--- src/rtl/uart_tx_arbiter_if.sv ---
// Requester byte streams and the shared transmitter valid/ready port.
// The slave modport is the arbiter's view; master is the surrounding system.
interface uart_tx_arbiter_if #(
   parameter int NUM_REQ = 4
) ();
   logic [NUM_REQ-1:0]   req_valid;
   logic [8*NUM_REQ-1:0] req_data;
   logic [NUM_REQ-1:0]   req_last;
   logic [NUM_REQ-1:0]   req_ready;
   logic [7:0]           tx_data;
   logic                 tx_valid;
   logic                 tx_ready;

   modport slave (
      input  req_valid, req_data, req_last, tx_ready,
      output req_ready, tx_data, tx_valid
   );

   modport master (
      output req_valid, req_data, req_last, tx_ready,
      input  req_ready, tx_data, tx_valid
   );
endinterface

--- src/rtl/uart_tx_arbiter.sv ---
// Packet-granular round-robin arbiter in front of one UART transmitter, with a
// single holding register and a stall timeout that reclaims abandoned grants.
module uart_tx_arbiter #(
   parameter int  NUM_REQ = 4,
   parameter int  TIMEOUT = 1024,
   localparam int IDW     = $clog2(NUM_REQ)
) (
   input  logic               clk,
   input  logic               resetn,
   uart_tx_arbiter_if.slave   bus,
   output logic [NUM_REQ-1:0] grant,
   output logic [IDW-1:0]     grant_id,
   output logic               busy,
   output logic               timeout_pulse
);
   localparam int CW = (TIMEOUT > 0) ? $clog2(TIMEOUT + 1) : 1;
   localparam int PW = IDW + 1;

   typedef enum logic [1:0] {S_IDLE, S_GRANT, S_DRAIN} state_t;

   state_t               r_state, w_state_nxt;
   logic [NUM_REQ-1:0]   r_grant;
   logic [IDW-1:0]       r_grant_id;
   logic [IDW-1:0]       r_rr_ptr;
   logic                 r_tx_valid;
   logic [7:0]           r_tx_data;
   logic                 r_hold_last;
   logic [CW-1:0]        r_tmo_cnt;
   logic                 r_timeout_pulse;

   logic                 w_room, w_req_hs, w_tx_hs, w_sel_last, w_count, w_tmo_hit;
   logic [7:0]           w_sel_data;
   logic [NUM_REQ-1:0]   w_req_ready;
   logic [2*NUM_REQ-1:0] w_dbl;
   logic [PW-1:0]        w_off, w_sum;
   logic [IDW-1:0]       w_pick_id, w_ptr_adv;

   assign w_room      = !r_tx_valid || bus.tx_ready;
   assign w_req_ready = (r_state == S_GRANT && w_room) ? r_grant : '0;
   assign w_req_hs    = |(bus.req_valid & w_req_ready);
   assign w_tx_hs     = r_tx_valid && bus.tx_ready;
   assign w_sel_data  = bus.req_data[{r_grant_id, 3'b000} +: 8];
   assign w_sel_last  = bus.req_last[r_grant_id];
   assign w_count     = (r_state == S_GRANT) && !w_req_hs && !r_tx_valid;
   assign w_tmo_hit   = (TIMEOUT > 0) && w_count && (r_tmo_cnt == CW'(TIMEOUT - 1));
   assign w_ptr_adv   = (r_grant_id == IDW'(NUM_REQ - 1)) ? '0 : r_grant_id + IDW'(1);

   // Rotate the request vector so bit 0 is rr_ptr; the lowest set bit wins.
   assign w_dbl = {bus.req_valid, bus.req_valid} >> r_rr_ptr;

   always_comb begin
      w_off = '0;
      for (int k = NUM_REQ - 1; k >= 0; k--) begin
         if (w_dbl[k]) w_off = PW'(k);
      end
      w_sum     = {1'b0, r_rr_ptr} + w_off;
      w_pick_id = (w_sum >= PW'(NUM_REQ)) ? IDW'(w_sum - PW'(NUM_REQ)) : IDW'(w_sum);
   end

   always_ff @(posedge clk) begin
      if (!resetn) r_state <= S_IDLE;
      else         r_state <= w_state_nxt;
   end

   always_comb begin
      w_state_nxt = r_state;
      unique case (r_state)
         S_IDLE:  if (|bus.req_valid) w_state_nxt = S_GRANT;
         S_GRANT: begin
            if (w_req_hs && w_sel_last) w_state_nxt = S_DRAIN;
            else if (w_tmo_hit)         w_state_nxt = S_IDLE;
         end
         S_DRAIN: if (w_tx_hs && r_hold_last) w_state_nxt = S_IDLE;
         default: w_state_nxt = S_IDLE;
      endcase
   end

   always_ff @(posedge clk) begin
      if (!resetn) begin
         r_grant         <= '0;
         r_grant_id      <= '0;
         r_rr_ptr        <= '0;
         r_tx_valid      <= 1'b0;
         r_tx_data       <= '0;
         r_hold_last     <= 1'b0;
         r_tmo_cnt       <= '0;
         r_timeout_pulse <= 1'b0;
      end else begin
         r_timeout_pulse <= w_tmo_hit;

         if (r_state == S_IDLE && |bus.req_valid) begin
            r_grant    <= {{(NUM_REQ-1){1'b0}}, 1'b1} << w_pick_id;
            r_grant_id <= w_pick_id;
         end else if ((r_state == S_DRAIN && w_tx_hs) || w_tmo_hit) begin
            r_grant  <= '0;
            r_rr_ptr <= w_ptr_adv;
         end

         // A load and an unload on the same edge keep the register full.
         if (w_req_hs) begin
            r_tx_data   <= w_sel_data;
            r_tx_valid  <= 1'b1;
            r_hold_last <= w_sel_last;
         end else if (w_tx_hs) begin
            r_tx_valid  <= 1'b0;
            r_hold_last <= 1'b0;
         end

         if ((TIMEOUT == 0) || r_state != S_GRANT || w_req_hs || w_tmo_hit)
            r_tmo_cnt <= '0;
         else if (w_count)
            r_tmo_cnt <= r_tmo_cnt + CW'(1);
      end
   end

   assign bus.req_ready = w_req_ready;
   assign bus.tx_data   = r_tx_data;
   assign bus.tx_valid  = r_tx_valid;
   assign grant         = r_grant;
   assign grant_id      = r_grant_id;
   assign busy          = (r_state != S_IDLE);
   assign timeout_pulse = r_timeout_pulse;
endmodule

--- src/flat_wrapper.sv ---
// flat-port wrapper written by rule: the top's interface ports become plain ports
module uart_tx_arbiter_flat 
#(
   parameter int  NUM_REQ = 4,
   parameter int  TIMEOUT = 1024,
   localparam int IDW     = $clog2(NUM_REQ)
)
  (clk, resetn, grant, grant_id, busy, timeout_pulse, bus_req_valid, bus_req_data, bus_req_last, bus_tx_ready, bus_req_ready, bus_tx_data, bus_tx_valid);
  uart_tx_arbiter_if #(.NUM_REQ(NUM_REQ)) bus_i ();
  input  logic clk;
  input  logic resetn;
  output logic [NUM_REQ-1:0] grant;
  output logic [IDW-1:0] grant_id;
  output logic busy;
  output logic timeout_pulse;
  input wire logic [$bits(bus_i.req_valid)-1:0] bus_req_valid;
  input wire logic [$bits(bus_i.req_data)-1:0] bus_req_data;
  input wire logic [$bits(bus_i.req_last)-1:0] bus_req_last;
  input wire logic [$bits(bus_i.tx_ready)-1:0] bus_tx_ready;
  output wire logic [$bits(bus_i.req_ready)-1:0] bus_req_ready;
  output wire logic [$bits(bus_i.tx_data)-1:0] bus_tx_data;
  output wire logic [$bits(bus_i.tx_valid)-1:0] bus_tx_valid;
  assign bus_i.req_valid = bus_req_valid;
  assign bus_i.req_data = bus_req_data;
  assign bus_i.req_last = bus_req_last;
  assign bus_i.tx_ready = bus_tx_ready;
  assign bus_req_ready = bus_i.req_ready;
  assign bus_tx_data = bus_i.tx_data;
  assign bus_tx_valid = bus_i.tx_valid;
  uart_tx_arbiter #(.NUM_REQ(NUM_REQ), .TIMEOUT(TIMEOUT)) u_core (.clk(clk), .resetn(resetn), .bus(bus_i), .grant(grant), .grant_id(grant_id), .busy(busy), .timeout_pulse(timeout_pulse));
endmodule
--- config.mk ---
export PLATFORM = sky130hd
export DESIGN_NAME = uart_tx_arbiter_flat
export DESIGN_NICKNAME = d
export VERILOG_FILES = /design/src/rtl/uart_tx_arbiter_if.sv /design/src/rtl/uart_tx_arbiter.sv /design/src/flat_wrapper.sv
export SDC_FILE = /design/constraint.sdc
export NUM_CORES = 1
export LEC_CHECK = 0
export ABC_CLOCK_PERIOD_IN_PS = 2900
export CAP_MARGIN = 20
export CORE_ASPECT_RATIO = 1.1
export CORE_MARGIN = 10
export CORE_UTILIZATION = 45
export DETAILED_ROUTE_END_ITERATION = 12
export DONT_BUFFER_PORTS = 1
export GPL_ROUTABILITY_DRIVEN = 0
export PLACE_DENSITY = 0.56
export SLEW_MARGIN = 40
export SYNTH_ARGS = -nofsm -noshare
export SYNTH_HDL_FRONTEND = slang
export SYNTH_SLANG_ARGS = --single-unit
--- constraint.sdc ---
create_clock -name clk -period 2.9 [get_ports clk]
set_clock_uncertainty 0.15 [all_clocks]
set_input_delay 0.58 -clock clk [delete_from_list [all_inputs] [get_ports clk]]
set_output_delay 0.58 -clock clk [all_outputs]
set_load 0.01 [all_outputs]
==> results.ini <==
[status]
status = complete, no violations

[setup_path]
reg2reg_slack_ns = 0.57
startpoint_type = flip-flop
rr_startpoint = u_core.bus.tx_valid$_SDFFE_PN0P_
crit_start = u_core.bus.tx_valid$_SDFFE_PN0P_
critPathKind = reg -> reg
crit_end = u_core.r_state[0]$_SDFFE_PN0P_
worstSetupEndpointType = flip-flop
rr_worst_depth = 6
required_ns = 2.92
cp_data_arrival_time_ns = 2.35
crit_path_max_fanout = 12
reg2reg_to = u_core.r_state[0]$_SDFFE_PN0P_

[synthesis]
synth_nets = 240
ys.flop_type = dfxtp_1
ys_seq_area_frac = 0.359
synth_edf_count = 0
synthTopCellsByCount = 32 x dfxtp_1, 28 x nor2_1, 12 x nand2_1
synth_area_per_cell_um2 = 9.21
synth.most_common_cell = dfxtp_1
yosys.area_share.simple = 0.261
synth.area.top_cells = dfxtp_1 36%, mux4_2 11%, nor2_1 5.9%
synth_compound_area_frac = 0.123
synthXorXnorAreaFrac = 0.0294
synth_cells = 194
yosys_register_bits = 32
synth_area_leader_cell = dfxtp_1
synthMuxAreaShare = 0.169
async_flop_share = 0
synth_top_area_frac = 0.359
synth_top_family_by_area = simple AND/OR/NAND/NOR gates
synth_fa_ha_area_frac = 0.0210
ys.warnings.count = 0
ys_types = 43
synth_area_um2 = 1790

[placed_design]
dpl.cell_count = 236
portBuffers = 0
post-dp-hpwl_mm = 3.40

[die]
initial_core_util = 0.478
rows = 23
die_x_um = 80.1
core_um2 = 3740
die_h_um = 86.1
ios = 64
die-area_um2 = 6890

[sta]
fin_crit_sh = 0.804
rsz0062_at_grt = false
slew_viol_final = 0
fin_tns_setup_ns = 0
hold_viol = 0
max-slew-margin-rel = 0.585
setup_violations = 0
fmax_ghz = 0.429
final.min_clock_period_ns = 2.33
hold_ws_ns = 0.286
worst_pin_slew_ns = 0.622

[finish]
area_growth_pct = 5.60
drive_above_1_share = 0.114
nets = 239
multi_input_comb_area_um2 = 1080
fill_cells = 375
layout.cells.non_filler = 243
seqCellArea_um2 = 641
antenna_cells = 0

[power_and_ir_drop]
clock_power_share = 0.347
combPwrFrac = 0.140
internal_power_mw = 0.684
swShare = 0.272
pwr-share-seq = 0.513
leakagePower_nw = 0.626
fin_total_pwr_mw = 0.940
power.density_nw_per_um2 = 498
ir_worst_vdd_uv = 232
power.switching_mw = 0.256

[grt]
use_met1 = 0.139
grt_usage = 0.127
busiest_layer = met2
grt_max_degree = 19
grt_pass1_wl_mm = 7.05
grt_pass1_vias = 1385
use_met2 = 0.214
grt.met3_usage = 0.0626
globalRoute.totalOverflow = 0
antenna_found_initial = 0

[route]
vias_per_cell = 5.69
drtIter0Drc = 51
drcViolationCount = 0
dr_total_vias = 1383
routed_wl_mm = 4.32
dr.pass1.iters = 4
wl_per_cell_um = 17.8
detail-route-antenna-nets = 0

[job]
cap_violations = 0

[clock_network]
cts_sinks = 32
postCtsHoldBufs = 0
cts_resized = 0
clk_pin_slew_ns = 0.06
root_buffer = clkbuf_8
post_cts_buffers = 0
cts_buffer_depth = 2
cts_buffers = 5
cts_tree = built
clkLatencyLatePin_ns = 0.28
htree_levels = 2

[worst_hold_path]
hold_class = in -> reg

==> power by group through the flow <==
| stage | combinational [mW] | sequential [mW] | clock, mW |
|---|---|---|---|
| after floorplan | 0.126 | 0.482 | 0 |
| after global placement | 0.129 | 0.493 | 0 |
| after detailed placement | 0.131 | 0.493 | 0 |
| after CTS | 0.132 | 0.484 | 0.332 |
| after global routing | 0.147 | 0.487 | 0.352 |
| final | 0.131 | 0.482 | 0.326 |
==> worst min-delay path by stage <==
stage,to,startpoint,cells after the start
after floorplan,u_core.r_tmo_cnt[10]$_SDFFE_PP0P_,u_core.r_tmo_cnt[10]$_SDFFE_PP0P_,2
after global placement,u_core.r_tmo_cnt[10]$_SDFFE_PP0P_,u_core.r_tmo_cnt[10]$_SDFFE_PP0P_,2
after detailed placement,u_core.r_tmo_cnt[10]$_SDFFE_PP0P_,u_core.r_tmo_cnt[10]$_SDFFE_PP0P_,2
after CTS,u_core.grant_id[1]$_SDFFE_PN0P_,resetn,2
after global routing,u_core.grant_id[1]$_SDFFE_PN0P_,resetn,2
final,u_core.grant_id[1]$_SDFFE_PN0P_,resetn,2
==> through the flow <==
stage	setup WS (ns)	utilization	area (µm²)
finish	0.568	0.504	1890
floorplan	0.472	-	1790
global placement	0.541	0.484	1810
detailed placement	0.500	0.484	1810
CTS	0.568	0.504	1890
global route	0.358	0.504	1890
==> state kept, by name (all words and copies together) (netlist names) <==
signal                cells
u_core.grant_id           2
u_core.r_hold_last        1
u_core.r_tmo_cnt         11
u_core.bus.tx_valid       1
u_core.grant              4
u_core.bus.tx_data        8
u_core.r_state            2
u_core.timeout_pulse      1
u_core.r_rr_ptr           2
==> area by class of cell <==
cell class	count	share of cell area
clock inverters	1	0.00265
clock buffers	6	0.0385
multi-input cells	149	0.572
well taps	50	0.0332
flip-flops and latches	32	0.340
inverters	3	0.00597
repair buffers	2	0.00796
==> routing by layer <==
metal	share of wire	vias up	wire, µm
li1	-	709	-
met5	0	-	0
met4	0.0079	0	34
met1	0.38	637	1660
met2	0.53	33	2290
met3	0.078	4	338
==> layout by cell type, fill, tap and decap left out, drive strengths merged, types with 3 or more instances in the layout <==
cell type,synthesis,final
o21ai,10,10
nor3,4,4
nor2,29,29
o21a,3,3
a21oi,9,9
nand3,10,10
nor4,3,3
nor2b,5,5
a22o,4,4
xor2,4,4
ha,3,3
and2,4,4
or3,4,4
clkbuf,4,6
dfxtp,32,32
mux2i,10,10
o211ai,3,3
nand2,12,12
mux4,9,9
==> worst max-delay path: stages (launching register included) <==
cell and delay, ns:
dfxtp_1 0.39, nor2b_1 0.18, nor3b_1 0.43, o21a_1 0.60
nand2_1 0.20, a31oi_1 0.21, nor3_1 0.06
==> cells by family after synthesis <==
family	Yosys count
AOI/OAI and AO/OA	35
xor gates and xnor gates	6
adders and majority gates	3
buffers and inverters	13
DFF	32
muxes	19
and+or+nand+nor	86
No activity file was read; power rests on OpenSTA's default activity.
